<file path="src/rtl/multiplier_word_pkg.sv">
// ---------------------------------------------------------------------------
// multiplier_word_pkg
//
// Purpose:
//   Shared definitions for the iterative shift-add multiplier: FSM state
//   encodings, the iteration count and the width of the iteration counter.
//   The package takes the place of a guarded include header, so every file
//   that needs these names simply imports multiplier_word_pkg::*.
//
// Contents:
//   MUL_ITER    - number of add/shift iterations per operation (32)
//   MUL_CNT_W   - width of the iteration counter (6, holds 0..32)
//   MUL_LAST    - counter value of the final iteration
//   mul_state_e - 2-bit state encoding MUL_IDLE/MUL_RUN/MUL_FIX/MUL_DONE
//   mag32()     - 32-bit two's complement magnitude helper
// ---------------------------------------------------------------------------
package multiplier_word_pkg;

  localparam int MUL_ITER  = 32;
  localparam int MUL_CNT_W = 6;

  localparam logic [MUL_CNT_W-1:0] MUL_LAST = MUL_CNT_W'(MUL_ITER - 1);

  // MUL_FIX is only ever entered when the signed option is compiled in; its
  // encoding is reserved in the unsigned build so both builds share one map.
  typedef enum logic [1:0] {
    MUL_IDLE = 2'd0,
    MUL_RUN  = 2'd1,
    MUL_FIX  = 2'd2,
    MUL_DONE = 2'd3
  } mul_state_e;

  // Magnitude of a 32-bit two's complement value. The most negative value
  // maps onto itself, which read as unsigned is exactly its magnitude.
  function automatic logic [31:0] mag32(input logic [31:0] v);
    return v[31] ? (~v + 32'd1) : v;
  endfunction

endpackage

</file>
<file path="src/rtl/adder_word.sv">
// ---------------------------------------------------------------------------
// adder_word
//
// Purpose:
//   32-bit word adder with carry in and carry out. This is the only
//   arithmetic resource the multiplier uses for its partial-product sums.
//
// Ports:
//   a         in  32  first addend
//   b         in  32  second addend
//   carry_in  in   1  carry into bit 0
//   sum       out 32  low 32 bits of a + b + carry_in
//   carry_out out  1  carry out of bit 31
// ---------------------------------------------------------------------------
module adder_word (
  input  logic [31:0] a,
  input  logic [31:0] b,
  input  logic        carry_in,
  output logic [31:0] sum,
  output logic        carry_out
);

  // Extend to 33 bits so the carry out falls naturally into the top bit.
  assign {carry_out, sum} = {1'b0, a} + {1'b0, b} + {32'd0, carry_in};

endmodule

</file>
<file path="src/rtl/multiplier_word.sv">
// ---------------------------------------------------------------------------
// multiplier_word
//
// Purpose:
//   Iterative shift-add 32x32 -> 64 unsigned multiplier for the execute
//   stage. One conditional add per clock through a single adder_word,
//   32 iterations per operation. The control unit launches an operation
//   with start while ready is high and collects the product on done.
//
//   Timing: start accepted in cycle N -> done pulses in cycle N+33
//   (N+34 when SIGNED_MUL_EN is defined). One operation at a time, no
//   queueing; start while not ready is ignored.
//
// Optional feature (macro SIGNED_MUL_EN):
//   Adds the signed_op input. Signed operands are converted to magnitudes
//   at capture, the sign of the result is remembered, and an extra FIX
//   cycle negates the 64-bit result when needed. Every operation then
//   takes the FIX cycle, so latency stays uniform.
//
// Parameters:
//   WIDTH     operand width; only 32 is legal (adder_word is 32 bits)
//
// Ports:
//   clk        in   1   rising-edge clock
//   reset_n    in   1   asynchronous, active-low reset
//   start      in   1   launch request, sampled only while ready=1
//   signed_op  in   1   (SIGNED_MUL_EN only) treat a and b as signed
//   a          in  32   multiplicand, captured on accepted start
//   b          in  32   multiplier, captured on accepted start
//   ready      out  1   idle, start will be accepted
//   busy       out  1   iteration (or sign fix-up) in progress
//   done       out  1   one-cycle pulse when product is valid
//   product    out 64   result, held from done until the next result
// ---------------------------------------------------------------------------
module multiplier_word
  import multiplier_word_pkg::*;
#(
  parameter int WIDTH = 32
) (
  input  logic               clk,
  input  logic               reset_n,
  input  logic               start,
`ifdef SIGNED_MUL_EN
  input  logic               signed_op,
`endif
  input  logic [WIDTH-1:0]   a,
  input  logic [WIDTH-1:0]   b,
  output logic               ready,
  output logic               busy,
  output logic               done,
  output logic [2*WIDTH-1:0] product
);

  // adder_word is hard-wired to 32 bits, so any other width is a build error.
  generate
    if (WIDTH != 32) begin : g_width_check
      $error("multiplier_word: WIDTH must be 32, got %0d", WIDTH);
    end
  endgenerate

  mul_state_e           r_state;
  mul_state_e           w_next_state;

  logic [31:0]          r_mcand;
  logic [31:0]          r_hi;
  logic [31:0]          r_lo;
  logic [MUL_CNT_W-1:0] r_count;
  logic [63:0]          r_product;

`ifdef SIGNED_MUL_EN
  logic                 r_neg;
`endif

  logic [31:0]          w_sum;
  logic                 w_carry;
  logic [31:0]          w_add_hi;
  logic                 w_add_c;
  logic [31:0]          w_next_hi;
  logic [31:0]          w_next_lo;
  logic                 w_last_iter;

  // The single arithmetic resource: hi + mcand, carry in tied low.
  adder_word u_adder (
    .a         (r_hi),
    .b         (r_mcand),
    .carry_in  (1'b0),
    .sum       (w_sum),
    .carry_out (w_carry)
  );

  // Select the add result only when the current multiplier bit is set. The
  // carry out must ride into the top of hi on the shift, otherwise large
  // products such as 0xFFFFFFFF squared lose their upper bit.
  assign w_add_hi    = r_lo[0] ? w_sum : r_hi;
  assign w_add_c     = r_lo[0] & w_carry;
  assign w_next_hi   = {w_add_c, w_add_hi[31:1]};
  assign w_next_lo   = {w_add_hi[0], r_lo[31:1]};
  assign w_last_iter = (r_count == MUL_LAST);

  // State register.
  always_ff @(posedge clk or negedge reset_n) begin
    if (!reset_n) begin
      r_state <= MUL_IDLE;
    end else begin
      r_state <= w_next_state;
    end
  end

  // Next-state logic: IDLE waits for start, RUN counts 32 iterations, the
  // optional FIX applies the sign, DONE lasts exactly one cycle.
  always_comb begin
    w_next_state = r_state;
    case (r_state)
      MUL_IDLE: begin
        if (start) begin
          w_next_state = MUL_RUN;
        end
      end
      MUL_RUN: begin
        if (w_last_iter) begin
`ifdef SIGNED_MUL_EN
          w_next_state = MUL_FIX;
`else
          w_next_state = MUL_DONE;
`endif
        end
      end
`ifdef SIGNED_MUL_EN
      MUL_FIX: begin
        w_next_state = MUL_DONE;
      end
`endif
      MUL_DONE: begin
        w_next_state = MUL_IDLE;
      end
      default: begin
        w_next_state = MUL_IDLE;
      end
    endcase
  end

  // Datapath. Operands are captured only on an accepted start, so a and b
  // are free to change afterwards. The product register is written only
  // on the edge that enters DONE and holds its value at all other times.
  always_ff @(posedge clk or negedge reset_n) begin
    if (!reset_n) begin
      r_mcand   <= '0;
      r_hi      <= '0;
      r_lo      <= '0;
      r_count   <= '0;
      r_product <= '0;
`ifdef SIGNED_MUL_EN
      r_neg     <= 1'b0;
`endif
    end else begin
      case (r_state)
        MUL_IDLE: begin
          if (start) begin
`ifdef SIGNED_MUL_EN
            r_mcand <= signed_op ? mag32(a) : a;
            r_lo    <= signed_op ? mag32(b) : b;
            r_neg   <= signed_op & (a[31] ^ b[31]);
`else
            r_mcand <= a;
            r_lo    <= b;
`endif
            r_hi    <= '0;
            r_count <= '0;
          end
        end
        MUL_RUN: begin
          r_hi    <= w_next_hi;
          r_lo    <= w_next_lo;
          r_count <= r_count + 1'b1;
`ifndef SIGNED_MUL_EN
          if (w_last_iter) begin
            r_product <= {w_next_hi, w_next_lo};
          end
`endif
        end
`ifdef SIGNED_MUL_EN
        MUL_FIX: begin
          r_product <= r_neg ? (~{r_hi, r_lo} + 64'd1) : {r_hi, r_lo};
        end
`endif
        default: begin
        end
      endcase
    end
  end

  // Status outputs decode directly from the state register.
  assign ready   = (r_state == MUL_IDLE);
`ifdef SIGNED_MUL_EN
  assign busy    = (r_state == MUL_RUN) || (r_state == MUL_FIX);
`else
  assign busy    = (r_state == MUL_RUN);
`endif
  assign done    = (r_state == MUL_DONE);
  assign product = r_product;

endmodule
</file>
<file path="config.mk">
export PLATFORM = sky130hd
export DESIGN_NAME = multiplier_word
export DESIGN_NICKNAME = d
export VERILOG_FILES = /design/src/rtl/multiplier_word_pkg.sv /design/src/rtl/adder_word.sv /design/src/rtl/multiplier_word.sv
export SDC_FILE = /design/constraint.sdc
export NUM_CORES = 1
export LEC_CHECK = 0
export BUFFER_PORTS_ARGS = -buffer_cell sky130_fd_sc_hd__buf_4
export CAP_MARGIN = 20
export CORE_ASPECT_RATIO = 0.75
export CORE_MARGIN = 2
export CORE_UTILIZATION = 55
export CTS_CLUSTER_SIZE = 40
export DETAILED_ROUTE_END_ITERATION = 10
export PLACE_DENSITY = 0.89
export SYNTH_ARGS = -nofsm -noshare
export SYNTH_HDL_FRONTEND = slang
export SYNTH_HIERARCHICAL = 1
export SYNTH_SLANG_ARGS = --single-unit
export TNS_END_PERCENT = 30
</file>
<file path="constraint.sdc">
create_clock -name clk -period 7.8 [get_ports clk]
set_input_delay 1.56 -clock clk [delete_from_list [all_inputs] [get_ports clk]]
set_output_delay 1.56 -clock clk [all_outputs]
set_load 0.03 [all_outputs]
</file>
## After elaboration in Yosys (flattened, before gate mapping)

Cells that the tools add are included.

| operators by class | value |
|---|---|
| $add $sub $neg | 2 |
| equal/unequal tests | 5 |
| muxes and demuxes | 10 |
| bitwise operators | 1 |
| reduce and logical (&&, ||, !) cells | 6 |

Operators with widths:

| kind | count |
|---|---|
| 32-bit case mux with 2 select lines | 2 |
| 32-bit two-way mux | 3 |
| 32-bit by 32-bit adder with 33-bit output | 1 |
| 6-bit case mux with 2 select lines | 1 |
| 2-bit AND reduction | 4 |
| 6-bit by 1-bit adder with 6-bit output (second input constant) | 1 |
| 6-bit by 5-bit == test with 1-bit output (second input constant) | 1 |
| 6-bit two-way mux | 1 |
| 2-bit two-way mux | 2 |
| 2-bit case mux with 2 select lines | 1 |
| 2-bit by 1-bit == test with 1-bit output (second input constant) | 1 |
| 2-bit == test (second input constant) | 1 |
| 2-bit zero test | 1 |
| 2-bit by 1-bit != test with 1-bit output (second input constant) | 1 |
| 2-bit != test (second input constant) | 1 |
| 2-bit nonzero test | 1 |
| 1-bit AND | 1 |

| word-level totals | value |
|---|---|
| register bits | 168 |
| input bits | 67 |
| output and inout port bits | 67 |
| word-level logic and storage cells | 30 |

## Depth between registers and ports, before layout

Gate-level depths: netlist of the first run.

| depth | value |
|---|---|
| depth in word-level cells | 3 |
| depth in mapped cells | 11 |
| mapped depth without buffers | 11 |

## By module

Netlist of the first run, hierarchy kept.

Modules (own cells, without submodules):

| module | times used | cells each | area each (sq um) |
|---|---|---|---|
| multiplier_word | 1 | 629 | 6,916.6 |
| adder_word | 1 | 244 | 1,750.4 |

## Worst setup path after synthesis of the first run

OpenSTA, ideal clock, no wires.

| timing path | value |
|---|---|
| path kind | register to register |
| from | register r_hi[0] |
| to | register r_hi[29] |
| library setup time | 0.134 ns |
| data arrival time | 2.989 ns |
| data required time | 7.666 ns |
| slack | 4.677 ns |
| stages on the path, launching flop included | 12 |
| cells stage by stage | dfrtp_1 fa_1 fa_1 a21o_1 a221oi_1 o21a_1 a21oi_1 a21oi_1 o221ai_1 xor2_1 mux2i_1 o21ai_0 |

| on the way | value |
|---|---|
| cells in the longest elaborated chain, start to end | 3 |

RTL lines:

| what | line | RTL |
|---|---|---|
| from (decl) | multiplier_word.sv:65 | `logic [31:0] r_hi;` |
| from (signal assigned) | multiplier_word.sv:172 | `r_hi <= w_next_hi;` |
| 32-bit by 32-bit adder with 33-bit output | adder_word.sv:24 | `assign {carry_out, sum} = {1'b0, a} + {1'b0, b} + {32'd0, carry_in};` |
| net w_sum[30] | multiplier_word.sv:74 | `logic [31:0] w_sum;` |
| 32-bit two-way mux | multiplier_word.sv:94 | `assign w_add_hi = r_lo[0] ? w_sum : r_hi;` |
| 32-bit case mux with 2 select lines | multiplier_word.sv:156 | `case (r_state)` |

The timed path passes the listed nets, and every way through them passes these cells.
A chain may end at the register's enable or synchronous reset.

## Final worst setup path of the first run

Same ends and word-level chain as after synthesis.

==> impl_metrics.tcl, run 1 <==
set metrics [dict create \
    worstPathCellList "fa_1 > fa_1 > a21o_1 > a221oi_1 > o21a_1 > a21oi_1 > a21oi_1 > o221ai_1 > xor2_1 > mux2i_1 > o21ai_0" \
    grt_use_total_pct 24.65 \
    cp.depth 11 \
    ys_types 58 \
    synth_top_area_share_pct 48.51 \
    grt_pass1_wl_mm 33.14 \
    synthFlopType "dfrtp_1" \
    status "finished, final reports clean" \
    cts.hold.buffers_added 0 \
    synth_most_common_cell "dfrtp_1" \
    leakagePower_nw 5.000 \
    path_buf_inv 0 \
    ys_async_sr_fraction_pct 100.0 \
    post_cts_buffers 0 \
    antenna_found_initial 0 \
    io_buffers 133 \
    setup_viol 0 \
    fin_area_um2 10360 \
    ant_nets 0 \
    fmax_ghz 0.2725 \
    end_kind "flop" \
    dr_total_vias 6946 \
    critPathMaxFanout 4 \
    path_class "reg -> reg" \
    yosysSeqAreaShare_pct 48.51 \
    place_area_um2 9711 \
    synth-simple-area-share_pct 14.42 \
    relSlewSlack_pct 26.18 \
    syn_nets 974 \
    overflow 0 \
    io_pins 134 \
    drive_gt1_share_pct 20.02 \
    cts_root_buf "clkbuf_16" \
    critPathLaunchType "flop" \
    synth.area.top_cells "dfrtp_1 (49%), mux2i_1 (7.6%), nand2_1 (5.2%), ha_1 (4.6%), nand3_1 (2.7%)" \
    arrival_ns 3.93 \
    cts.sinks 168 \
    worst_hold_slack_ns 0.4891 \
    cts_buffers 17 \
    dieArea_um2 16790 \
    synth_xor_xnor_area_share_pct 3.032 \
    die_w_um 149.0 \
    rr_endpoint "r_hi[29]" \
    worst_pin_slew_ns 1.107 \
    max-vdd-ir-drop_mv 0.2582 \
    min-delay-start "product[23]" \
    mappedNetlistArea_um2 8667 \
    synthMuxAreaShare_pct 11.91 \
    yosys.area_share.adder_pct 5.082 \
    layout_min_cycle_time_ns 3.670 \
    hpwlAfterDp_mm 13.23 \
    yosysWarnings 6 \
    synth_edf_count 0 \
    syn-instance-count 873 \
    yosysTopAreaCell "dfrtp_1" \
    rrSetupSlack_ns 4.13 \
    syn_to_final_growth_pct 19.58 \
    required_ns 8.06 \
    fin_nets 1078 \
    diodes 0 \
    ys_seq_elements 168 \
    clock_skew_ns 0.008204 \
    hold_class "reg -> reg" \
    synthTopCellsByCount "dfrtp_1 (168), nand2_1 (121), mux2i_1 (66)" \
    post_cts_resize_count 0 \
    core-area_um2 15320 \
    start_util_pct 56.57 \
    vias_per_cell 5.817 \
    rsz0062_at_grt "false" \
    grt_max_degree 105 \
    clkLatencyLatePin_ns 0.43 \
    powerDensity_nw_per_um2 499.4 \
    cp_top_family "compound AO/OA/AOI/OAI gates" \
    synth_compound_area_share_pct 12.04 \
    hold_end "product[23]" \
    nFillCells 1175 \
    timing.final.crit_share_pct 47.05 \
    avgSynthCellArea_um2 9.928 \
    synth_top_family_by_area "simple AND/OR/NAND/NOR gates" \
    hold_viol_final 0 \
    min_path_cells 1 \
    place.gp.congestion 0.9318 \
    drt_iter0_markers 577 \
    power_mw 5.175 \
    finalSetupTns_ns 0 \
    drc 0 \
    crit_path_max_incr_delay_ns 0.50 \
    wl_per_cell_um 16.86 \
    rows 39 \
    htree_levels 4 \
    path_clk_slew_ns 0.06 \
    die_y_um 112.7 \
    worstRegToRegCells 11 \
    cts_tree "built" \
    r2r_start "r_hi[0]" \
    grt_pass1_vias 6599 \
    drtPass1Iterations 5 \
    routed_wl_mm 20.13 \
    cap_violations 0 \
    worst_path_max_delay_cell "a221oi_1" \
    clk_path_buf_depth 2 \
    maxSlewViolCount 0 \
]
## sequential cells by signal (all words and copies together), names as in the netlist
name,count
r_count,6
r_lo,32
r_mcand,32
r_hi,32
r_state,2
product,64
## worst reg2reg max path, stage by stage, from the launching register on
cell and delay, ns:
dfrtp_1 0.41, fa_1 0.49, fa_1 0.43, a21o_1 0.22, a221oi_1 0.50, o21a_1 0.23, a21oi_1 0.14, a21oi_1 0.44
o221ai_1 0.20, xor2_1 0.17, mux2i_1 0.20, o21ai_0 0.10
## where the power goes
group	switching (mW)	internal, mW
Combinational	1.58	1.09
Sequential	0.335	1.27
Clock	0.350	0.552
Total	2.27	2.91
## logic make-up after synthesis
group	Yosys count
adder cells (fa/ha/maj)	34
multiplexers	99
buffers and inverters	96
AND/OR/NAND/NOR	275
XOR/XNOR	30
flip-flops	168
other	1
AO/OA/AOI/OAI	170
## worst max path at each step
| stage | slack (ns) | from | end |
|---|---|---|---|
| finish | 4.13 | r_hi[0] | r_hi[29] |
| global route | 3.92 | r_hi[0] | r_hi[23] |
| CTS | 4.19 | r_hi[0] | r_hi[29] |
| detailed placement | 4.21 | r_hi[0] | product[61] |
| global placement | 4.29 | r_hi[0] | r_hi[29] |
| floorplan | 4.68 | r_hi[0] | r_hi[29] |
## metrics by stage
step | cells | utilization, % | setup WS, ns
6_report | 1194 | 67.64 | 4.130
5_1_grt | 1194 | 67.64 | 3.916
4_1_cts | 1193 | 67.46 | 4.187
3_5_place_dp | 1162 | 63.38 | 4.208
3_3_place_gp | 1162 | 63.38 | 4.292
2_1_floorplan | 873 | - | 4.677
## layout by cell type, fill, tap and decap left out, types with 4 or more instances in the layout
master / count
o21bai_1: 5
mux2_2: 16
bufinv_16: 4
xnor2_1: 15
mux2_1: 17
ha_1: 32
nand4_1: 6
inv_1: 38
nand2_1: 121
o21ai_0: 41
mux2i_1: 66
nor2_1: 45
xor2_1: 15
a21oi_1: 38
o211ai_1: 6
nand3_1: 46
a31oi_1: 4
nor3_1: 35
dfrtp_1: 167
a21o_1: 17
buf_4: 138
o21a_1: 4
o22ai_1: 31
clkbuf_16: 17
## final cells by class
cell class | count | area, um^2 | area share [%]
well taps | 205 | 256.5 | 2.475
multi-input cells | 609 | 4048 | 39.06
repair buffers | 140 | 1075 | 10.37
clock buffers | 20 | 456.7 | 4.407
clock inverters | 11 | 168.9 | 1.630
inverters | 41 | 153.9 | 1.485
flip-flops and latches | 168 | 4205 | 40.58
## per-layer routing
layer | vias to the layer above | part of all wire, % | track usage (%)
met2 | 258 | 45 | 35.88
met5 | - | 0 | 0
met1 | 3393 | 47 | 37.42
met3 | 35 | 6.3 | 5.040
met4 | 0 | 2.2 | 7.619
li1 | 3260 | - | -
No activity file was read; power rests on OpenSTA's default activity.
==> run 2: changes to the inputs <==
==> constraint.sdc (replaced) <==
create_clock -name clk -period 3.4 [get_ports clk]
set_input_delay 0.68 -clock clk [delete_from_list [all_inputs] [get_ports clk]]
set_output_delay 0.68 -clock clk [all_outputs]
set_load 0.03 [all_outputs]
==> run 2 against run 1 <==
Net effect: die area stayed put; largest cell class unchanged; flip-flop and latch count stayed put; combinational power is 130% higher; critical path depth is 2 higher; setup slack worse by 3.8 ns; clock skew is 0.00059 ns higher; cell area is 0.16% higher; critical path type unchanged; wire length is 2.0% lower; sequential share of layout area is 0.064 points lower; core utilization is 0.11 points higher; register-to-register slack worse by 3.8 ns.
==> impl_metrics.tcl, run 2 (same netlist as run 1, synthesis figures left out) <==
set metrics [dict create \
    status "finished, final reports clean" \
    clkLatencyLatePin_ns 0.43 \
    critPathLaunchType "flop" \
    grt_pass1_wl_mm 33.12 \
    cts_root_buf "clkbuf_16" \
    grt_use_total_pct 24.61 \
    cts.sinks 168 \
    clk_path_buf_depth 2 \
    dieArea_um2 16790 \
    arrival_ns 3.39 \
    io_pins 134 \
    place.gp.congestion 0.9280 \
    cap_violations 0 \
    dr_total_vias 6768 \
    hold_class "in -> async" \
    fin_nets 1084 \
    hold_viol_final 0 \
    cts_tree "built" \
    drt_iter0_markers 594 \
    layout_min_cycle_time_ns 3.113 \
    max-vdd-ir-drop_mv 0.6156 \
    finalSetupTns_ns 0 \
    grt_max_degree 100 \
    post_cts_buffers 0 \
    diodes 0 \
    mostFrequentLayoutCell "dfrtp_1" \
    worst_pin_slew_ns 0.7248 \
    die_w_um 149.0 \
    hpwlAfterDp_mm 13.39 \
    overflow 0 \
    critPathMaxFanout 4 \
    routed_wl_mm 19.73 \
    maxSlewViolCount 0 \
    vias_per_cell 5.635 \
    placed_cells 1169 \
    rows 39 \
    required_ns 3.68 \
    fin_area_um2 10380 \
    clock_skew_ns 0.008797 \
    timing.final.crit_share_pct 91.57 \
    cts_buffers 17 \
    htree_levels 4 \
    core-area_um2 15320 \
    path_clk_slew_ns 0.06 \
    path_class "reg -> reg" \
    start_util_pct 56.57 \
    wl_per_cell_um 16.43 \
    mostFrequentLayoutCells "dfrtp_1 (167), buf_4 (144), nand2_1 (121)" \
    stdcell_count 1201 \
    ant_nets 0 \
    die_y_um 112.7 \
    rsz0062_at_grt "false" \
    largest_reg_flops 64 \
    grt_pass1_vias 6605 \
    fmax_ghz 0.3212 \
    antenna_found_initial 0 \
    place_area_um2 9776 \
    drtPass1Iterations 5 \
    syn_to_final_growth_pct 19.76 \
    io_buffers 133 \
    drc 0 \
    setup_viol 0 \
    powerDensity_nw_per_um2 1134 \
    end_kind "flop" \
    drive_gt1_share_pct 20.98 \
    leakagePower_nw 4.996 \
    relSlewSlack_pct 51.61 \
    cts.hold.buffers_added 0 \
]
==> run 2: changes by cell type in the layout (fill, tap and decap cells not counted), sizes merged <==
| cell | previous run | this run |
|---|---|---|
| clkbuf | 20 | 21 |
| buf | 140 | 146 |
| inv | 43 | 42 |
| bufinv | 4 | 2 |
| clkinvlp | 1 | 4 |
==> run 2: through the flow <==
stage | setup slack, ns | utilization (%) | hold slack (ns) | power [mW]
floorplan | 0.2771 | - | 0.3844 | 8.019
detailed placement | 0.1752 | 63.80 | 0.4720 | 9.716
finish | 0.2866 | 67.74 | 0.05981 | 11.77
CTS | 0.1539 | 67.61 | 0.04723 | 11.68
global placement | 0.2463 | 63.80 | 0.4678 | 9.491
global route | 0.04448 | 67.74 | 0.04331 | 12.66
==> run 2: critical path: stages, from the launching register on <==
cell and delay (ns):
dfrtp_1 0.41, fa_2 0.42, fa_1 0.41, a21o_1 0.21
a221oi_2 0.21, buf_4 0.17, o21a_1 0.13, a21oi_1 0.11
a21oi_2 0.21, buf_4 0.15, o21bai_1 0.08, xor2_1 0.15
mux2i_1 0.20, o21ai_0 0.10
==> run 2: layer usage <==
layer | up-vias | global-route usage (%) | part of all wire (%) | wire [um]
li1 | 3280 | - | - | -
met1 | 3276 | 37.08 | 49 | 9716
met2 | 195 | 36.65 | 44 | 8710
met3 | 17 | 5.161 | 5.4 | 1064
met4 | 0 | 6.159 | 1.2 | 242
met5 | - | 0 | 0 | 0
==> run 2: power breakdown <==
group          internal (mW)  total, mW  switching (mW)  leakage [nW]
registers               2.90       3.63           0.722          2.11
clock network           1.12       1.91           0.792         0.275
logic                   2.57       6.24            3.67          2.61
==> run 2: what timing repair did <==
item | in CTS | in global routing
resized for setup | 0 | 5
endpoints found under the setup margin | 0 | 8
endpoints found under the hold margin | 0 | 0
==> run 2: area by class of cell <==
class / instances / area [um^2]
sequential: 168 / 4205
clock buffer: 21 / 460.4
fill: 1202 / 4942
tap: 205 / 256.5
timing repair buffer: 146 / 1112
inverter: 41 / 153.9
multi-input combinational: 609 / 4069
clock inverter: 11 / 122.6
==> run 2: final timing paths <==
path / slack, ns / depth (start not counted) / from / to
worst min register to register: 0.49 / 1 / product[26] / product[26]
worst max-delay path: 0.29 / 13 / r_hi[0] / r_hi[25]
max in group asynchronous: 2.40 / 2 / reset_n / r_lo[0]
min in group clk: 0.44 / 3 / a[5] / r_mcand[5]
worst min-delay path: 0.06 / 1 / reset_n / product[6]
worst max register to register: 0.29 / 13 / r_hi[0] / r_hi[25]
==> run 3: changes to the inputs <==
--- a/config.mk
+++ b/config.mk
@@ -13,6 +13,8 @@
 export CTS_CLUSTER_SIZE = 40
 export DETAILED_ROUTE_END_ITERATION = 10
 export PLACE_DENSITY = 0.89
+export RECOVER_POWER = 25
+export SETUP_SLACK_MARGIN = 0.1
 export SYNTH_ARGS = -nofsm -noshare
 export SYNTH_HDL_FRONTEND = slang
 export SYNTH_HIERARCHICAL = 1
==> run 3 against run 2 <==
Net effect: register-to-register slack improved by 0.03 ns; cell count unchanged; global-route usage stayed put; clock power about the same; cell area is 0.17% lower; maximum frequency up 1.1%.
==> impl_metrics.tcl, run 3 (same netlist as run 1, synthesis figures left out) <==
set metrics [dict create \
    grt_pass1_wl_mm 33.12 \
    arrival_ns 3.42 \
    dr_total_vias 6814 \
    htree_levels 4 \
    drtPass1Iterations 5 \
    hold_viol_final 0 \
    cts_root_buf "clkbuf_16" \
    start_util_pct 56.57 \
    cp_top_family "simple AND/OR/NAND/NOR gates" \
    cts_buffers 17 \
    crit_path_max_incr_delay_ns 0.48 \
    dieArea_um2 16790 \
    critPathMaxFanout 8 \
    fin_nets 1084 \
    drc 0 \
    io_pins 134 \
    place.gp.congestion 0.9280 \
    path_buf_inv 1 \
    mostFrequentLayoutCell "dfrtp_1" \
    ant_nets 0 \
    grt_use_total_pct 24.61 \
    fin_area_um2 10360 \
    leakagePower_nw 4.986 \
    timing.final.crit_share_pct 90.55 \
    maxSlewViolCount 0 \
    layout_min_cycle_time_ns 3.079 \
    path_clk_slew_ns 0.07 \
    mostFrequentLayoutCells "dfrtp_1 (167), buf_4 (144), nand2_1 (121)" \
    required_ns 3.74 \
    finalWorstSetupSlack_ns 0.3213 \
    die_w_um 149.0 \
    cts_tree "built" \
    worst_path_max_delay_cell "or4_1" \
    clk_path_buf_depth 2 \
    drive_gt1_share_pct 20.98 \
    syn_to_final_growth_pct 19.56 \
    grt_max_degree 100 \
    cts.hold.buffers_added 0 \
    setup_viol 0 \
    fmax_ghz 0.3248 \
    antenna_found_initial 0 \
    place_area_um2 9776 \
    rr_endpoint "r_hi[28]" \
    die_y_um 112.7 \
    path_class "reg -> reg" \
    relSlewSlack_pct 12.10 \
    clkLatencyLatePin_ns 0.43 \
    core-area_um2 15320 \
    grt_pass1_vias 6605 \
    end_kind "flop" \
    post_cts_resize_count 0 \
    worst_pin_slew_ns 1.319 \
    max-vdd-ir-drop_mv 0.6168 \
    wl_per_cell_um 16.47 \
    rrSetupSlack_ns 0.32 \
    status "finished, final reports clean" \
    clock_skew_ns 0.007249 \
    worst_hold_slack_ns 0.2751 \
    hold_class "in -> async" \
    routed_wl_mm 19.78 \
    vias_per_cell 5.674 \
    rows 39 \
    diodes 0 \
    dp_slack_ns 0.1752 \
    worstPathCellList "ha_1 > and4_1 > nor4b_4 > inv_2 > o311a_1 > or4_1 > a31oi_1 > xor2_1 > mux2i_1 > o21ai_0" \
    overflow 0 \
    io_buffers 133 \
    powerDensity_nw_per_um2 1136 \
    cts.sinks 168 \
    finalSetupTns_ns 0 \
    rsz0062_at_grt "false" \
    critPathLaunchType "flop" \
    r2r_start "r_hi[12]" \
    post_cts_buffers 0 \
    worstRegToRegCells 10 \
    cap_violations 0 \
    drt_iter0_markers 602 \
    largest_reg_flops 64 \
    hpwlAfterDp_mm 13.39 \
    startpoint "r_hi[12]" \
]
==> run 3: changes by cell type in the layout (fill, tap and decap cells not counted), sizes merged <==
cell	previous run	this run
clkbuf	21	23
buf	146	144
==> run 3: how the worst max path moves through the flow <==
| stage | depth (start not counted) | slack (ns) | end |
|---|---|---|---|
| after floorplan | 11 | 0.28 | r_hi[29] |
| after global placement | 12 | 0.25 | r_hi[23] |
| after detailed placement | 13 | 0.18 | r_hi[25] |
| after CTS | 13 | 0.15 | r_hi[25] |
| after global routing | 10 | 0.12 | r_hi[30] |
| final | 10 | 0.32 | r_hi[28] |
==> run 3: area by class of cell <==
| type | count | area (um^2) |
|---|---|---|
| well taps | 205 | 256.5 |
| clock buffers | 21 | 460.4 |
| clock inverters | 11 | 122.6 |
| multi-input cells | 609 | 4071 |
| repair buffers | 146 | 1092 |
| fillers | 1206 | 4960 |
| flip-flops and latches | 168 | 4205 |
| inverters | 41 | 153.9 |
==> run 3: power by group <==
part           internal, mW  switching, mW  leakage [nW]  total [mW]
clock                  1.12          0.792         0.275        1.91
sequential             2.90          0.719          2.11        3.62
combinational          2.57           3.67          2.60        6.24
==> run 3: routing by layer <==
| metal | track usage (%) | part of all wire (%) | up-vias |
|---|---|---|---|
| li1 | - | - | 3286 |
| met1 | 37.08 | 49 | 3287 |
| met2 | 36.65 | 44 | 224 |
| met3 | 5.161 | 5.9 | 17 |
| met4 | 6.159 | 1.2 | 0 |
| met5 | 0 | 0 | - |
==> run 3: metrics by stage <==
step           total power, mW  instances  utilization (%)
3_3_place_gp             9.491       1169            63.80
6_report                 11.77       1201            67.63
5_1_grt                  12.66       1201            67.63
4_1_cts                  11.68       1201            67.61
2_1_floorplan            8.019        873                -
3_5_place_dp             9.716       1169            63.80
==> run 3: worst reg2reg max path, delay by kind of cell (launching register included) <==
kind / cells / cell delay, ns
flops: 1 / 0.40
fa+ha+maj: 1 / 0.44
buf+inv: 1 / 0.05
mux: 1 / 0.10
simple gates: 3 / 1.03
compound gates: 3 / 0.80
xor+xnor: 1 / 0.17
